**src/rtl/handshake_constant_arbiter.sv**
```systemverilog
// Round-robin arbiter sharing one constant source among NUM_REQ ctrl requesters, with a one-slot output buffer.
// Optional grant/stall counters are enabled by defining HANDSHAKE_CONSTANT_ARBITER_STATS_EN.
module handshake_constant_arbiter #(
    parameter int NUM_REQ = 4,
    parameter int DATA_WIDTH = 32,
    parameter logic [DATA_WIDTH-1:0] CONST_VALUE = DATA_WIDTH'(32'hFFFFFFFF),
    localparam int IDX_WIDTH = (NUM_REQ > 2) ? $clog2(NUM_REQ) : 1
) (
    input  logic                  clk,
    input  logic                  rst,
    input  logic [NUM_REQ-1:0]    ins_valid,
    output logic [NUM_REQ-1:0]    ins_ready,
    output logic [DATA_WIDTH-1:0] outs,
    output logic [IDX_WIDTH-1:0]  index,
    output logic                  outs_valid,
    input  logic                  outs_ready
`ifdef HANDSHAKE_CONSTANT_ARBITER_STATS_EN
    ,
    output logic [15:0]           grant_count,
    output logic [15:0]           stall_count
`endif
);

    logic                   full;
    logic [IDX_WIDTH-1:0]   idx_q;
    logic [IDX_WIDTH-1:0]   ptr;
    logic [IDX_WIDTH-1:0]   grant_idx;
    logic [IDX_WIDTH-1:0]   ptr_next;
    logic [2*NUM_REQ-1:0]   rot2;
    logic [IDX_WIDTH:0]     sum;
    logic                   grant_any;
    logic                   can_accept;
    logic                   accept;

    // Rotate the request vector so bit k is requester (ptr+k); the lowest set k wins.
    always_comb begin
        rot2      = {ins_valid, ins_valid} >> ptr;
        grant_idx = '0;
        sum       = '0;
        for (int k = NUM_REQ - 1; k >= 0; k--) begin
            if (rot2[k]) begin
                sum = {1'b0, ptr} + (IDX_WIDTH + 1)'(k);
                if (sum >= (IDX_WIDTH + 1)'(NUM_REQ))
                    sum = sum - (IDX_WIDTH + 1)'(NUM_REQ);
                grant_idx = sum[IDX_WIDTH-1:0];
            end
        end
    end

    assign grant_any  = |ins_valid;
    assign can_accept = !full || outs_ready;
    assign accept     = rst && can_accept && grant_any;
    assign ptr_next   = (grant_idx == IDX_WIDTH'(NUM_REQ - 1)) ? '0 : grant_idx + 1'b1;

    always_comb begin
        ins_ready = '0;
        if (accept)
            ins_ready[grant_idx] = 1'b1;
    end

    assign outs       = CONST_VALUE;
    assign outs_valid = full;
    assign index      = idx_q;

    // Output slot: an accept always wins, so a drain and refill in one cycle keeps full set.
    always_ff @(posedge clk) begin
        if (!rst) begin
            full  <= 1'b0;
            idx_q <= '0;
            ptr   <= '0;
        end else if (accept) begin
            full  <= 1'b1;
            idx_q <= grant_idx;
            ptr   <= ptr_next;
        end else if (outs_ready) begin
            full  <= 1'b0;
        end
    end

`ifdef HANDSHAKE_CONSTANT_ARBITER_STATS_EN
    logic [15:0] grant_cnt;
    logic [15:0] stall_cnt;

    always_ff @(posedge clk) begin
        if (!rst) begin
            grant_cnt <= '0;
            stall_cnt <= '0;
        end else begin
            if (accept && grant_cnt != 16'hFFFF)
                grant_cnt <= grant_cnt + 16'd1;
            if (full && !outs_ready && stall_cnt != 16'hFFFF)
                stall_cnt <= stall_cnt + 16'd1;
        end
    end

    assign grant_count = grant_cnt;
    assign stall_count = stall_cnt;
`endif

endmodule

```
**config.mk**
```make
export PLATFORM = sky130hd
export DESIGN_NAME = handshake_constant_arbiter
export DESIGN_NICKNAME = d
export VERILOG_FILES = /design/src/rtl/handshake_constant_arbiter.sv
export SDC_FILE = /design/constraint.sdc
export NUM_CORES = 1
export LEC_CHECK = 0
export CAP_MARGIN = 20
export CORE_MARGIN = 5
export CORE_UTILIZATION = 31
export CTS_CLUSTER_DIAMETER = 80
export DETAILED_ROUTE_END_ITERATION = 16
export PLACE_DENSITY = 0.79
export SYNTH_ARGS = -nofsm -noshare
export SYNTH_HDL_FRONTEND = slang
export SYNTH_SLANG_ARGS = --single-unit
```
**constraint.sdc**
```tcl
create_clock -name clk -period 1.7 [get_ports clk]
set_input_delay 0.255 -clock clk [delete_from_list [all_inputs] [get_ports clk]]
set_output_delay 0.255 -clock clk [all_outputs]
set_load 0.005 [all_outputs]
```
* After elaboration in Yosys (flattened, before gate mapping)
Cells that the tools add are included.
** Storage, ports and cells
- Output and inout bits :: 39
- Word-level logic and storage cells :: 40
- Flip-flop bits (word level) :: 5
** Cells by class
- Eq/ne operators :: 1
- $add $sub $neg :: 8
- Muxes and demuxes :: 14
- Reductions and logical operators :: 7
- Shift-type cells :: 1
- $lt $le $gt $ge :: 6
** Operators with widths (count)
- 2-bit two-way mux :: 9
- 3-bit >= comparator (second input constant) :: 3
- 8-bit by 2-bit >> shifter with 4-bit output :: 1
- 2-bit by 1-bit subtractor with 2-bit output (second input constant) :: 4
- 2-bit by 2-bit adder with 3-bit output (second input constant) :: 2
- 4-bit two-way mux :: 1
- 4-bit OR reduction :: 1
- 2-bit by 1-bit adder with 3-bit output (second input constant) :: 1
- 2-bit by 3-bit >= comparator with 1-bit output (second input constant) :: 1
- 1-bit logical AND :: 3
- 2-bit by 3-bit < comparator with 1-bit output (second input constant) :: 1
- 1-bit two-way mux :: 3
- 2-bit by 1-bit adder with 2-bit output (second input constant) :: 1
- 1-bit demux with 2-bit select :: 1
- 2-bit == test (second input constant) :: 1
- 2-bit by 1-bit >= comparator with 1-bit output (second input constant) :: 1
- 2-bit nonzero test :: 1
- 1-bit zero test :: 1
- 1-bit logical OR :: 1

* Logic depth before layout (Yosys ltp)
- Word-level depth :: 12
- Depth in mapped cells :: 5
- Gate-level depth less buffers :: 5

* Worst setup path after synthesis
OpenSTA, ideal clock, no wires.
- Kind :: register to output
- Start :: reg ptr[1]
- End :: out ins_ready[1]
- Data required time :: 1.445 ns
- Path buffers :: 0
- Slack :: 0.196 ns
- Cell stages (with the launch flop) :: 6
- Arrival :: 1.249 ns
- Cells stage by stage :: dfxtp_1 -> mux2i_1 -> nor2_1 -> a311oi_2 -> nand3_1 -> nor2_1
** On the way
- Longest elaborated chain between the ends :: 12
** Ends and longest elaborated chain
- start, declared :: line 26 : logic [IDX_WIDTH-1:0] ptr;
- start signal, assigned :: line 74 : ptr <= ptr_next;
- 2-bit by 2-bit adder with 3-bit output :: line 42 : sum = {1'b0, ptr} + (IDX_WIDTH + 1)'(k);
- 3-bit >= comparator / 2-bit by 1-bit subtractor with 2-bit output (equally long branches) :: line 43, 44
- 2-bit two-way mux :: line 43 : if (sum >= (IDX_WIDTH + 1)'(NUM_REQ))
- 2-bit two-way mux (3 in series) :: line 41 : if (rot2[k]) begin
- 2-bit two-way mux (*) :: line 41
- 2-bit by 3-bit < comparator with 1-bit output (not written as such) / 2-bit by 1-bit >= comparator with 1-bit output (equally long branches) :: line 58 : ins_ready[grant_idx] = 1'b1;
- 1-bit logical AND (not written as such) :: line 58
- 1-bit two-way mux (not written as such) :: line 58
- 1-bit demux with 2-bit select (*) :: line 58
- 4-bit two-way mux (*) :: line 57 : if (accept)
- end, declared :: line 12 : output logic [NUM_REQ-1:0] ins_ready,
Mark *: on every way between the ends. The rest lies on a longest branch, timed or not.

* Final worst setup path
- Start :: reg ptr[1]
- End :: out ins_ready[3]
Same word-level chain as after synthesis.

==> impl_metrics.py <==
metrics = {
    "outcome": {
        "status": "finished with violations",
        "failed_checks": "setup timing",
    },
    "cts": {
        "cts_max_level": 1,
        "clkLatencyLatePin_ns": 0.25,
        "clk_pin_slew_ns": 0.05,
        "cts_max_path_buffers": 2,
        "clock_sinks": 5,
        "cts_made_buffers": 3,
        "cts_tree": "done",
        "cts_root_buf": "clkbuf_4",
    },
    "floorplan": {
        "core_area_um2": 1689,
        "die_x_um": 51.76,
        "die_y_um": 51.76,
        "std_cell_rows": 15,
        "design.die.area_um2": 2679,
        "ios": 46,
        "initial_utilization": 0.3200,
    },
    "setup_path": {
        "crit_arrival_ns": 1.62,
        "reg2reg_depth": 7,
        "cp.required_ns": 1.44,
        "path_class": "reg -> out",
        "crit_path_start": "ptr[1]$_SDFFE_PN0P_",
        "worstPathMaxFanout": 3,
        "reg2reg_slack_ns": 0.16,
        "worst_r2r_endpoint": "ptr[1]$_SDFFE_PN0P_",
        "start_kind": "flip-flop",
        "critPathCapture": "ins_ready[3]",
        "critPathCaptureType": "output pin",
        "reg2reg_from": "ptr[1]$_SDFFE_PN0P_",
    },
    "routing": {
        "wl_per_cell_um": 10.82,
        "drt.antenna.violating_nets": 0,
        "drt-initial-drc-count": 3,
        "routed_wl_um": 1233,
        "dr_total_vias": 450,
        "drt_pass1_iterations": 3,
        "via_per_inst": 3.947,
        "drc": 0,
    },
    "timing": {
        "drv_slew": 0,
        "max_freq_mhz": 533.6,
        "skew_ns": 0.002558,
        "setup_violations": 4,
        "setup_ws_ns": -0.1742,
        "hold_slack_ns": 0.4989,
        "final_hold_viol_count": 0,
        "rsz0062_at_grt": "true",
        "period_needed_ns": 1.874,
        "finalCritPeriodShare": 1.102,
    },
    "layout": {
        "layout-drive-gt1-share": 0.2784,
        "instances_no_fill": 114,
        "nNetsFinal": 105,
        "diodes": 0,
        "area_growth_syn_to_layout_pct": 30.09,
    },
    "yosys": {
        "ys_ff_latch": 5,
        "synth_top_area_cell": "buf_4",
        "yosysWarnings": 0,
        "yosysUniqueCellTypes": 21,
        "syn_inst": 70,
        "netlist_area_um2": 540.5,
        "avgSynthCellArea_um2": 7.722,
        "synth_area_leaders": "buf_4 (44%), dfxtp_1 (19%), mux2i_1 (5.6%)",
        "synth.yosys.seq_area_share": 0.1852,
        "synth_top_area_share": 0.4444,
    },
    "placement": {
        "io_buffers": 13,
        "gp_congestion": 0.7906,
        "hpwl_um": 869,
        "post-place-cells": 107,
    },
    "global_route": {
        "grt_pass1_wl_um": 1580,
        "antenna_found_initial": 0,
        "grt_max_degree": 6,
        "grtUsageTotal": 0.08463,
        "overflow": 0,
        "grt_pass1_vias": 387,
    },
    "pwr": {
        "power.density_nw_per_um2": 687.0,
        "ir_drop_uv": 575.5,
        "p_leak_nw": 0.3630,
        "power_w": 0.0004831,
    },
    "hold_path": {
        "min-delay-path-class": "reg -> reg",
        "hold_start": "outs_valid$_SDFFE_PN0P_",
    },
    "flow_run": {
        "drv_cap": 0,
    },
}
worst max-delay path, cell delays in order (launching register included):
cell and delay [ns]:
dfxtp_2 0.33, mux2i_1 0.21, nor2_2 0.07, a311oi_4 0.33
nand3_2 0.13, buf_6 0.13, nor2_4 0.05, buf_2 0.11
cells by family (layout without fill, tap and decap cells):
| group | Yosys count | in the layout | synth area share |
|---|---|---|---|
| and+or+nand+nor | 12 | 12 | 0.1111 |
| xor gates and xnor gates | 1 | 1 | 0.01621 |
| other | 1 | 32 | 0.006938 |
| DFF | 5 | 5 | 0.1852 |
| buffers and inverters | 36 | 32 | 0.4722 |
| AOI/OAI and AO/OA | 12 | 12 | 0.1528 |
| muxes | 3 | 3 | 0.05556 |
cell type report:
type / count / area [um2]
Timing Repair Buffer: 24 / 191.4
Fill cell: 164 / 985.9
Tap cell: 17 / 21.27
Sequential cell: 5 / 101.3
Multi-Input combinational cell: 60 / 347.8
Inverter: 4 / 15.01
Clock buffer: 4 / 26.28
registers in the layout (all words and copies together) (netlist names):
| signal | cells |
|---|---|
| index | 2 |
| outs_valid | 1 |
| ptr | 2 |
power breakdown:
group          switching, W  internal (W)
logic             0.0000995     0.0000997
clock network     0.0000525     0.0000890
registers         0.0000102      0.000132
total              0.000162      0.000321
metrics by stage:
step	setup WS, ns	util	setup TNS, ns	area [um2]
2_1_floorplan	0.1965	-	0	656.9
3_3_place_gp	-0.5486	0.3719	-2.081	628.1
3_5_place_dp	-0.5811	0.3719	-2.241	628.1
4_1_cts	-0.1666	0.3963	-0.2300	669.4
5_1_grt	-0.2524	0.4163	-0.7947	703.2
6_report	-0.1742	0.4163	-0.4584	703.2
worst min-delay path by stage:
| stage | endpoint | cells past startpoint |
|---|---|---|
| after floorplan | index[0]$_SDFFE_PN0P_ | 1 |
| after global placement | outs_valid$_SDFFE_PN0P_ | 2 |
| after detailed placement | outs_valid$_SDFFE_PN0P_ | 2 |
| after CTS | outs_valid$_SDFFE_PN0P_ | 2 |
| after global routing | outs_valid$_SDFFE_PN0P_ | 2 |
| final | outs_valid$_SDFFE_PN0P_ | 2 |
cell usage in the layout (no fill, tap or decap):
| cell type | synthesis | layout |
|---|---|---|
| mux2i_1 | 3 | 3 |
| conb_1 | 1 | 32 |
| a311oi_4 | 0 | 1 |
| xnor2_1 | 1 | 1 |
| a21oi_2 | 1 | 1 |
| a21oi_1 | 5 | 4 |
| nand2_1 | 1 | 1 |
| buf_6 | 0 | 1 |
| nand2b_1 | 1 | 1 |
| buf_4 | 32 | 10 |
| o2bb2a_4 | 0 | 1 |
| nor2b_1 | 2 | 2 |
| dlygate4sd2_1 | 0 | 4 |
| buf_2 | 0 | 4 |
| a21boi_1 | 1 | 1 |
| dfxtp_2 | 0 | 1 |
| nor2_4 | 0 | 1 |
| clkbuf_4 | 0 | 3 |
| nor2_2 | 0 | 1 |
| nand3_2 | 0 | 1 |
| dfxtp_1 | 5 | 4 |
| a21oi_4 | 0 | 1 |
| nand3b_1 | 1 | 1 |
| inv_1 | 3 | 2 |
| o21ai_1 | 1 | 1 |
| clkinv_1 | 1 | 1 |
| inv_2 | 0 | 1 |
| clkbuf_1 | 0 | 1 |
| clkdlybuf4s50_1 | 0 | 5 |
| nor4_1 | 1 | 1 |
| nor2_1 | 5 | 3 |
| o21ai_0 | 2 | 2 |
synth_stat cells:
library cell and n:
buf_4 32, nand2b_1 1, o2bb2a_2 1, nand3b_1 1, xnor2_1 1, a21oi_2 1
o21ai_1 1, nor4_1 1, nor2b_1 2, clkinv_1 1, nand2_1 1, mux2i_1 3
a21boi_1 1, inv_1 3, nand3_1 1, nor2_1 5, conb_1 1, o21ai_0 2
dfxtp_1 5, a21oi_1 5, a311oi_2 1
timing repair:
item                                    CTS  global route
pin swaps                                 6             5
hold buffers                              0             0
resized for setup                        26             5
endpoints found under the setup margin    4             4
setup buffers                             2             2
routing by layer:
metal | vias to the layer above | global-route usage | routed length (um)
met3 | 5 | 0.04298 | 179
met2 | 33 | 0.1589 | 635
met4 | 0 | 0.05240 | 33
li1 | 217 | - | -
met1 | 195 | 0.06794 | 385
met5 | - | 0 | 0
(Power assumes the default switching activity.)
